[config.mk]
export PLATFORM = sky130hd
export DESIGN_NAME = serial_seq_gen
export DESIGN_NICKNAME = d
export VERILOG_FILES = /design/src/rtl/serial_seq_gen.sv
export SDC_FILE = /design/constraint.sdc
export NUM_CORES = 1
export LEC_CHECK = 0
export CORE_AREA = 3 3 74 76
export CTS_CLUSTER_DIAMETER = 100
export CTS_CLUSTER_SIZE = 28
export DETAILED_ROUTE_END_ITERATION = 12
export DIE_AREA = 0 0 77 79
export GPL_ROUTABILITY_DRIVEN = 0
export HOLD_SLACK_MARGIN = 0.03
export PLACE_DENSITY = 0.46
export SYNTH_ARGS = -nofsm -noshare
export SYNTH_HDL_FRONTEND = slang
export SYNTH_SLANG_ARGS = --single-unit
[constraint.sdc]
create_clock -name clk -period 3.5 [get_ports clk]
set_input_delay 0.525 -clock clk [delete_from_list [all_inputs] [get_ports clk]]
set_output_delay 0.525 -clock clk [all_outputs]
set_load 0.005 [all_outputs]
[src/rtl/serial_seq_gen.sv]
// Serial bit-stream generator: loads a parallel pattern on start and shifts it out
// MSB-first, repeating it back-to-back a programmable number of times. Pure Moore:
// every output is a flop, so all outputs depend on registered state only.
module serial_seq_gen #(
  parameter int unsigned WIDTH = 8,
  parameter int unsigned REP_W = 4
) (
  input  logic             clk,
  input  logic             rst,
  input  logic             start,
  input  logic [WIDTH-1:0] pattern,
  input  logic [REP_W-1:0] reps,
  input  logic             abort,
  output logic             x_out,
  output logic             x_valid,
  output logic             busy,
  output logic             done,
  output logic [1:0]       state
);

  localparam int unsigned CntW = (WIDTH > 1) ? $clog2(WIDTH) : 1;
  localparam logic [CntW-1:0] LastIdx = CntW'(WIDTH - 1);

  typedef enum logic [1:0] {
    StIdle = 2'b00,
    StSend = 2'b01,
    StDone = 2'b10,
    StBad  = 2'b11
  } state_e;

  state_e           state_q, state_d;
  logic [WIDTH-1:0] shreg_q, shreg_d;
  logic [WIDTH-1:0] pat_q, pat_d;    // latched copy used to reload between repetitions
  logic [CntW-1:0]  bitcnt_q, bitcnt_d;
  logic [REP_W-1:0] rep_q, rep_d;
  logic             x_out_q, x_valid_q, busy_q, done_q;
  logic             x_out_d, x_valid_d, busy_d, done_d;

  // Next-state and datapath update; outputs are derived from the next state so they
  // can be registered and still line up with the state they describe.
  always_comb begin
    state_d  = state_q;
    shreg_d  = shreg_q;
    pat_d    = pat_q;
    bitcnt_d = bitcnt_q;
    rep_d    = rep_q;
    case (state_q)
      StIdle: begin
        if (start) begin
          if (reps != '0) begin
            state_d  = StSend;
            shreg_d  = pattern;
            pat_d    = pattern;
            bitcnt_d = LastIdx;
            rep_d    = reps;
          end else begin
            state_d = StDone;
          end
        end
      end
      StSend: begin
        // abort wins over last-bit completion on the same edge
        if (abort) begin
          state_d  = StIdle;
          shreg_d  = '0;
          bitcnt_d = '0;
          rep_d    = '0;
        end else if (bitcnt_q == '0) begin
          if (rep_q > REP_W'(1)) begin
            rep_d    = rep_q - REP_W'(1);
            shreg_d  = pat_q;
            bitcnt_d = LastIdx;
          end else begin
            state_d = StDone;
            shreg_d = '0;
            rep_d   = '0;
          end
        end else begin
          shreg_d  = {shreg_q[WIDTH-2:0], 1'b0};
          bitcnt_d = bitcnt_q - CntW'(1);
        end
      end
      StDone: begin
        state_d = StIdle;
      end
      default: begin
        state_d  = StIdle;
        shreg_d  = '0;
        bitcnt_d = '0;
        rep_d    = '0;
      end
    endcase

    x_valid_d = (state_d == StSend);
    x_out_d   = (state_d == StSend) & shreg_d[WIDTH-1];
    busy_d    = (state_d == StSend) || (state_d == StDone);
    done_d    = (state_d == StDone);
  end

  // State, datapath and registered outputs; async reset clears everything at once.
  always_ff @(posedge clk or posedge rst) begin
    if (rst) begin
      state_q   <= StIdle;
      shreg_q   <= '0;
      pat_q     <= '0;
      bitcnt_q  <= '0;
      rep_q     <= '0;
      x_out_q   <= 1'b0;
      x_valid_q <= 1'b0;
      busy_q    <= 1'b0;
      done_q    <= 1'b0;
    end else begin
      state_q   <= state_d;
      shreg_q   <= shreg_d;
      pat_q     <= pat_d;
      bitcnt_q  <= bitcnt_d;
      rep_q     <= rep_d;
      x_out_q   <= x_out_d;
      x_valid_q <= x_valid_d;
      busy_q    <= busy_d;
      done_q    <= done_d;
    end
  end

  assign x_out   = x_out_q;
  assign x_valid = x_valid_q;
  assign busy    = busy_q;
  assign done    = done_q;
  assign state   = state_q;

endmodule

==> metrics.txt, run 1 <==
status finished clean; Post-Syn Area 1469 um2; setup_tns 0 ns; slew at the pin with the worst max-slew slack 1.064 ns; number of post-CTS setup repair buffers 0; Final setup viols 0; hold_ws 0.4598 ns; Initial Util 30.69%; Layout area overhead 25.98%; # rows 25; Worst-path clk slew 0.07 ns; leakage 0.8373 nW; vias in the first global route 1137; clk_lat worst skew 0.28 ns; Pwr per Cell Area 774.0 nW/um2; Synth warnings 0; Vias/cell 4.961; drt pass-1 iters 4; footprint of the multi-input gates 673.1 um2; VDD IR-drop max 256.9 uV; layout cell share with drive strength beyond 1 13.25%; fillers 472; WS Path Type input port to flip-flop; max_slew headroom 28.71%; Die Ht 79 um; Netlist cell types 40; Worst Path Arrival 2.70 ns; total global-route track usage 11.49%; worst setup margin 0.9964 ns; Initial DRC Count 62; DP HPWL 2355 um; CP required 3.69 ns; core area 4786 um2; CTS sink count 29; Antenna Nets Post-Route 0; global-route wire length before repair 5430 um; count of boundary I/O pins 22; syn avg cell area 10.57 um2; Hold WC Path Type flip-flop to flip-flop; register area share after synthesis 49.40%; CP Launch Type input port; synth top area cells dfrtp_1, ha_1, nand2_1; hold_buf cts 0; DIE AREA 6083 um2; Synth area leader dfrtp_1; unrepaired setup endpoints after global routing false; root buffer cell clkbuf_8; crit path time final 2.504 ns; Yosys reg bits 29; Final period util 71.53%; DR WL/cell 14.00 um; Post-route DRC 0; Crit Path Max Fanout 17; Slew Viols, Final 0; post_cts resized 0; Yosys top cell area share 49.40%; diode count 0; Final #Nets 187; Crit. End Element flip-flop; total power draw 1.432 mW; number of port buffers 21; Mapped Cells 139; detailed-route via count 1156; syn_nets 161; Num CTS Buffers 5; initial antenna violation count 0; Clock Skews 0.006053 ns; number of H-tree levels 2; storage element area 725.7 um2; die width 77 um; CTS tree built; final hold violation count 0; Setup WS pre-CTS 0.6753 ns; maxcap violations 0; Routed WL 3263 um; grt total ovfl 0; largest net degree at the start of global routing 30; CTS max path bufs 2; Max Clk Rate 0.3994 GHz; r2r setup slk 1.34 ns
[synthesized netlist by cell type]
master,instances
or3b_4,1
a221oi_1,1
a211oi_1,1
a2bb2oi_1,1
o2bb2ai_1,1
a21oi_1,2
inv_1,13
nand2b_1,2
o22a_1,1
a22o_1,3
nor3_2,1
o211ai_1,2
o41ai_4,1
nor3_1,3
a21o_1,1
o21ai_0,9
ha_1,6
buf_2,2
nor2_1,5
o21a_1,1
nor2_2,1
nor4_1,2
nand2_1,20
nor3b_1,1
nor2b_1,2
or2_2,3
nand3_1,2
a31oi_1,2
and2_1,1
mux2_2,5
a22oi_1,2
nor4bb_1,1
dfrtp_1,29
nor4_4,1
mux2i_1,1
a221o_1,1
buf_6,1
o211a_1,1
o21ai_1,1
a222oi_1,5
[placed cells by master, fill, tap and decap left out, types with 2 or more instances in the layout]
cell type        Yosys  routed
clkdlybuf4s50_1      0      21
o21ai_0              9       9
o211ai_1             2       2
dfrtp_1             29      29
ha_1                 6       6
a222oi_1             5       5
nand2b_1             2       2
nor3_1               3       3
mux2_2               5       5
a22oi_1              2       2
nand2_1             20      20
clkbuf_8             0       7
nor2b_1              2       2
nor4_1               2       2
a22o_1               3       3
a21oi_1              2       2
nand3_1              2       2
nor2_1               5       5
a31oi_1              2       2
inv_1               13      13
or2_2                3       3
[logic make-up (layout without fill, tap and decap cells)]
group	after synthesis	after routing	share of synthesized area [%]
AO/OA/AOI/OAI	36	36	19.34
adder cells (fa/ha/maj)	6	6	5.111
buffers and inverters	16	43	4.770
flip-flops	29	29	49.40
multiplexers	6	6	4.514
AND/OR/NAND/NOR	46	46	16.87
[registers in the layout (all words and copies together), names as in the netlist]
name      flops
done          1
x_valid       1
busy          1
shreg_q       8
x_out         1
rep_q         4
state         2
pat_q         8
bitcnt_q      3
[layout make-up]
type                       count  share of cell area [%]
multi-input combinational     94                   36.38
sequential                    29                   39.22
clock buffer                   7                   5.206
timing repair buffer          22                   11.76
tap                           67                   4.530
inverter                      13                   2.637
clock inverter                 1                  0.2705
[final timing paths]
kind                                      start                endpoint  cells after the start
max                                     reps[0]         x_out$_DFF_PP0_                      8
min                        pat_q[3]$_DFFE_PP0P_  shreg_q[3]$_DFFE_PP0P_                      2
max reg2reg                  state[1]$_DFF_PP0_         x_out$_DFF_PP0_                      6
min reg2reg                pat_q[3]$_DFFE_PP0P_  shreg_q[3]$_DFFE_PP0P_                      2
max in group asynchronous                   rst    pat_q[3]$_DFFE_PP0P_                      3
min in group asynchronous                   rst       x_valid$_DFF_PP0_                      3
[worst max-delay path, stage by stage]
cell and delay [ns]:
clkdlybuf4s50_1 0.56, o41ai_4 0.13, nor3_2 0.82, nor2_1 0.14, nand2_1 0.14, ha_1 0.19, inv_1 0.05, a31oi_1 0.15
[routing by layer]
metal	global-route usage, %	up-vias	share of wire [%]
met4	5.694	0	2.0
li1	-	555	-
met1	13.65	564	44
met2	18.99	32	48
met3	3.401	5	5.3
met5	0	-	0
[where the power goes]
| part | switching [mW] | internal, mW | total [mW] | leakage (nW) |
|---|---|---|---|---|
| clock network | 0.124 | 0.177 | 0.301 | 0.0542 |
| logic | 0.287 | 0.269 | 0.555 | 0.422 |
| registers | 0.0942 | 0.482 | 0.576 | 0.361 |
[per-stage QoR]
stage               cells  utilization (%)  instance area, um2
floorplan             139                -                1469
global placement      225            36.55                1749
detailed placement    225            36.55                1749
CTS                   233            38.67                1851
global route          233            38.67                1851
finish                233            38.67                1851
(Power assumes the default switching activity.)
==> run 2, diff against run 1 <==
Clock period 3.5 ns to 2.4 ns, I/O delays scaled along.
==> run 2 against run 1 <==
Against the previous run:
- global-route usage grew 0.68 points
- non-clock buffer count is 4 higher
- worst hold slack about the same
- sequential share of layout area fell by 0.32 points
- first-iteration DRC count rose by 31%
- design area up 0.81%
- critical path type unchanged
- highest routed layer unchanged
==> metrics.txt, run 2 (synthesized netlist as in run 1, its figures left out) <==
status finished clean; FF-to-FF path depth 6; sw frac 35.20%; # rows 25; most frequent cells in the layout dfrtp_1, clkdlybuf4s50_1, nand2_1; r2r setup slk 0.43 ns; maxcap violations 0; initial antenna violation count 0; Antenna Nets Post-Route 0; CP Cell Sequence clkdlybuf4s50_1, or3b_4, nor4_4, a31oi_1, ha_1, inv_1, a31oi_1; VDD IR-drop max 491.2 uV; Initial DRC Count 81; Largest delay share family, worst path simple AND/OR/NAND/NOR gates; leakage 0.8479 nW; grt total ovfl 0; slowest CP cell clkdlybuf4s50_1; WS Path Type input port to flip-flop; Post-route DRC 0; number of port buffers 21; clk_lat worst skew 0.28 ns; die width 77 um; core area 4786 um2; crit path time final 2.037 ns; DP HPWL 2470 um; CP Launch Type input port; largest registers pat_q: 8 flops, shreg_q: 8 flops, rep_q: 4 flops; drt pass-1 iters 4; dpl cells 229; Num CTS Buffers 5; Pwr per Cell Area 1113 nW/um2; Hold WC Path Type input port to asynchronous set/reset pin; CTS tree built; Layout area overhead 27.00%; max_slew headroom 67.95%; count of boundary I/O pins 22; register share of total power 40.5%; hold_buf cts 0; Max Clk Rate 0.4909 GHz; Crit. End Element flip-flop; CTS max path bufs 2; setup_tns 0 ns; Die Ht 79 um; Routed WL 3299 um; P_int 1.346 mW; Worst-path clk slew 0.06 ns; Crit Path Max Fanout 6; total global-route track usage 12.17%; vias in the first global route 1185; number of post-CTS setup repair buffers 0; fillers 475; Final #Nets 191; Slew Viols, Final 0; DR WL/cell 13.98 um; Vias/cell 5.021; post_cts resized 0; Clock Skews 0.007105 ns; reg2reg end x_out$_DFF_PP0_; RR Startpoint state[1]$_DFF_PP0_; NetSw 731.2 uW; Initial Util 30.69%; layout cell share with drive strength beyond 1 14.20%; final hold violation count 0; root buffer cell clkbuf_8; Worst Path Arrival 2.18 ns; DIE AREA 6083 um2; Top cell by count, worst path a31oi_1; power share of the combinational group 40.4%; diode count 0; CTS sink count 29; commonest non-fill, non-tap cell in the layout dfrtp_1; largest net degree at the start of global routing 30; Final period util 84.87%; CP required 2.54 ns; slowest stage delay, CP 0.52 ns; Finished Layout Cells 236; global-route wire length before repair 5740 um; unrepaired setup endpoints after global routing false; slew at the pin with the worst max-slew slack 0.4807 ns; clock share of power 19.1%; worst path bufs/invs 2; detailed-route via count 1185; Final setup viols 0; number of H-tree levels 2
run 2: power groups by stage:
| stage | Clock (mW) | Sequential, mW | Combinational [mW] |
|---|---|---|---|
| 2_1_floorplan | 0 | 0.812 | 0.590 |
| 3_3_place_gp | 0 | 0.846 | 0.841 |
| 3_5_place_dp | 0 | 0.850 | 0.847 |
| 4_1_cts | 0.415 | 0.842 | 0.852 |
| 5_1_grt | 0.432 | 0.875 | 0.952 |
| 6_report | 0.397 | 0.841 | 0.839 |
run 2: routing by layer:
layer  wire length [um]  global-route usage [%]  part of all wire (%)  up-vias
li1                   -                       -                     -      567
met1               1482                   14.38                    45      581
met2               1602                   20.47                    49       31
met3                152                   4.082                   4.6        6
met4                 61                   4.804                   1.8        0
met5                  0                       0                     0        -
run 2: worst min-delay path: cells and delay by family:
family	cells	cell delay, ns
buf+inv	3	0.79
run 2: area by class of cell:
class / count / area [um2] / share of cell area (%)
well taps: 67 / 83.83 / 4.494
repair buffers: 26 / 247.7 / 13.28
clock buffers: 7 / 86.33 / 4.628
multi-input cells: 94 / 673.1 / 36.08
flip-flops and latches: 29 / 725.7 / 38.90
inverters: 13 / 48.80 / 2.616
run 2: worst max-delay path by stage:
stage | start | endpoint | slack, ns | cells past startpoint
finish | abort | x_out$_DFF_PP0_ | 0.36 | 7
global route | rep_q[0]$_DFFE_PP0P_ | x_out$_DFF_PP0_ | 0.25 | 8
CTS | abort | x_out$_DFF_PP0_ | 0.36 | 7
detailed placement | abort | x_out$_DFF_PP0_ | 0.08 | 7
global placement | abort | x_out$_DFF_PP0_ | 0.04 | 7
floorplan | state[1]$_DFF_PP0_ | busy$_DFF_PP0_ | 0.62 | 7
run 2: stage by stage:
step | worst slack [ns] | util (%) | area [um2] | total power [mW] | hold WS, ns
3_5_place_dp | 0.07838 | 37.18 | 1779 | 1.697 | 0.4522
4_1_cts | 0.3581 | 38.98 | 1866 | 2.109 | 0.4655
5_1_grt | 0.2458 | 38.98 | 1866 | 2.258 | 0.4897
3_3_place_gp | 0.04428 | 37.18 | 1779 | 1.687 | 0.4450
2_1_floorplan | 0.6186 | - | 1469 | 1.402 | 0.4348
6_report | 0.3631 | 38.98 | 1866 | 2.077 | 0.4600
==> run 3, diff against run 2 <==
Clock period 2.4 ns to 2.1 ns, I/O delays scaled along.
==> run 3 against run 2 <==
Against the previous run:
- register-to-register slack lost 0.21 ns
- final cell count grew 3.0%
- critical endpoint is now busy$_DFF_PP0_
- first-iteration DRC count shrank 11%
- non-clock buffer count grew 8
- sequential share of layout area shrank 0.97 points
- critical path depth is the same
- design area grew 2.5%
- die area is the same
==> metrics.txt, run 3 (synthesized netlist as in run 1, its figures left out) <==
most frequent cells in the layout dfrtp_1, clkdlybuf4s50_1, nand2_1; sw frac 35.91%; Initial DRC Count 72; CP Launch Type flip-flop; Clock Skews 0.007133 ns; Post-route DRC 0; Worst Path Arrival 2.06 ns; Slew Viols, Final 0; commonest non-fill, non-tap cell in the layout dfrtp_1; Crit Path Max Fanout 6; hold_buf cts 0; total power draw 2.386 mW; number of port buffers 21; vias in the first global route 1186; Num CTS Buffers 5; unrepaired setup endpoints after global routing false; max_slew headroom 71.06%; layout cell share with drive strength beyond 1 18.18%; detailed-route via count 1158; fillers 472; number of post-CTS setup repair buffers 0; crit path time final 1.882 ns; clock share of power 17.5%; # rows 25; met2 WL post-DR 1661 um; diode count 0; DR WL/cell 14.33 um; Critical Path Source rep_q[0]$_DFFE_PP0P_; final hold violation count 0; Die Ht 79 um; largest net degree at the start of global routing 30; global-route wire length before repair 5740 um; leakage 0.8837 nW; largest registers pat_q: 8 flops, shreg_q: 8 flops, rep_q: 4 flops; WS Path Type flip-flop to flip-flop; DIE AREA 6083 um2; number of H-tree levels 2; Vias/cell 4.765; core area 4786 um2; VDD IR-drop max 590.1 uV; total global-route track usage 12.34%; Max Clk Rate 0.5313 GHz; Routed WL 3482 um; CTS tree built; slew at the pin with the worst max-slew slack 0.4312 ns; Layout area overhead 30.24%; initial antenna violation count 0; Final #Nets 199; RR Startpoint rep_q[0]$_DFFE_PP0P_; power share of the combinational group 42.2%; register share of total power 40.4%; clk_lat worst skew 0.27 ns; top routing layer used met4; Final setup viols 0; setup_tns 0 ns; Hold WC Path Type input port to asynchronous set/reset pin; status finished clean; CTS max path bufs 2; post_cts resized 0; die width 77 um; root buffer cell clkbuf_8; DP HPWL 2606 um; maxcap violations 0; NetSw 856.8 uW; CP required 2.27 ns; Pwr per Cell Area 1247 nW/um2; Final period util 89.63%; P_int 1.529 mW; count of boundary I/O pins 22; CTS sink count 29; drt pass-1 iters 5; Worst-path clk slew 0.06 ns; grt total ovfl 0; Metal-1 WL 1595 um; Crit. End Element flip-flop; Antenna Nets Post-Route 0; Met3 Routed Length 168 um; Initial Util 30.69%
## run 3: final cells by class
type	instances	area, um2	share of cell area (%)
flip-flops and latches	29	725.7	37.93
multi-input cells	94	673.1	35.19
repair buffers	34	307.8	16.09
well taps	67	83.83	4.382
clock buffers	5	68.82	3.597
inverters	13	48.80	2.551
clock inverters	1	5.005	0.2616
## run 3: power by group through the flow
stage / combinational [mW] / clock (mW) / sequential (mW)
6_report: 1.01 / 0.417 / 0.963
5_1_grt: 1.13 / 0.469 / 0.991
4_1_cts: 1.02 / 0.440 / 0.959
3_5_place_dp: 1.02 / 0 / 0.970
3_3_place_gp: 0.998 / 0 / 0.964
2_1_floorplan: 0.674 / 0 / 0.928
## run 3: critical path: stages (launching register included)
cell	delay [ns]
dfrtp_1	0.42
inv_1	0.06
ha_1	0.22
nor2_1	0.33
o21ai_1	0.24
and2_1	0.20
ha_1	0.27
inv_1	0.03
## run 3: routing by layer
metal | vias up | GRT usage, %
li1 | 577 | -
met1 | 544 | 15.45
met2 | 31 | 19.25
met3 | 6 | 3.855
met4 | 0 | 6.228
met5 | - | 0
## run 3: worst paths after layout
path                       slack, ns  depth (start not counted)                     end
setup / recovery                0.22                          7          busy$_DFF_PP0_
hold / removal                  0.41                          3          busy$_DFF_PP0_
setup reg to reg                0.22                          7          busy$_DFF_PP0_
hold reg to reg                 0.47                          2  shreg_q[2]$_DFFE_PP0P_
max in group asynchronous       1.40                          3  shreg_q[6]$_DFFE_PP0P_
min in group clk                0.47                          2  shreg_q[2]$_DFFE_PP0P_
## run 3: per-stage QoR
stage	cell area [um2]	hold WS, ns	std cells	setup WS, ns	utilization [%]
after global placement	1839	0.4417	237	0.03621	38.43
after global routing	1913	0.4578	243	0.07834	39.97
final	1913	0.4142	243	0.2178	39.97
after CTS	1913	0.4237	243	0.1702	39.97
after detailed placement	1839	0.4519	237	0.02818	38.43
after floorplan	1469	0.3931	139	0.3186	-
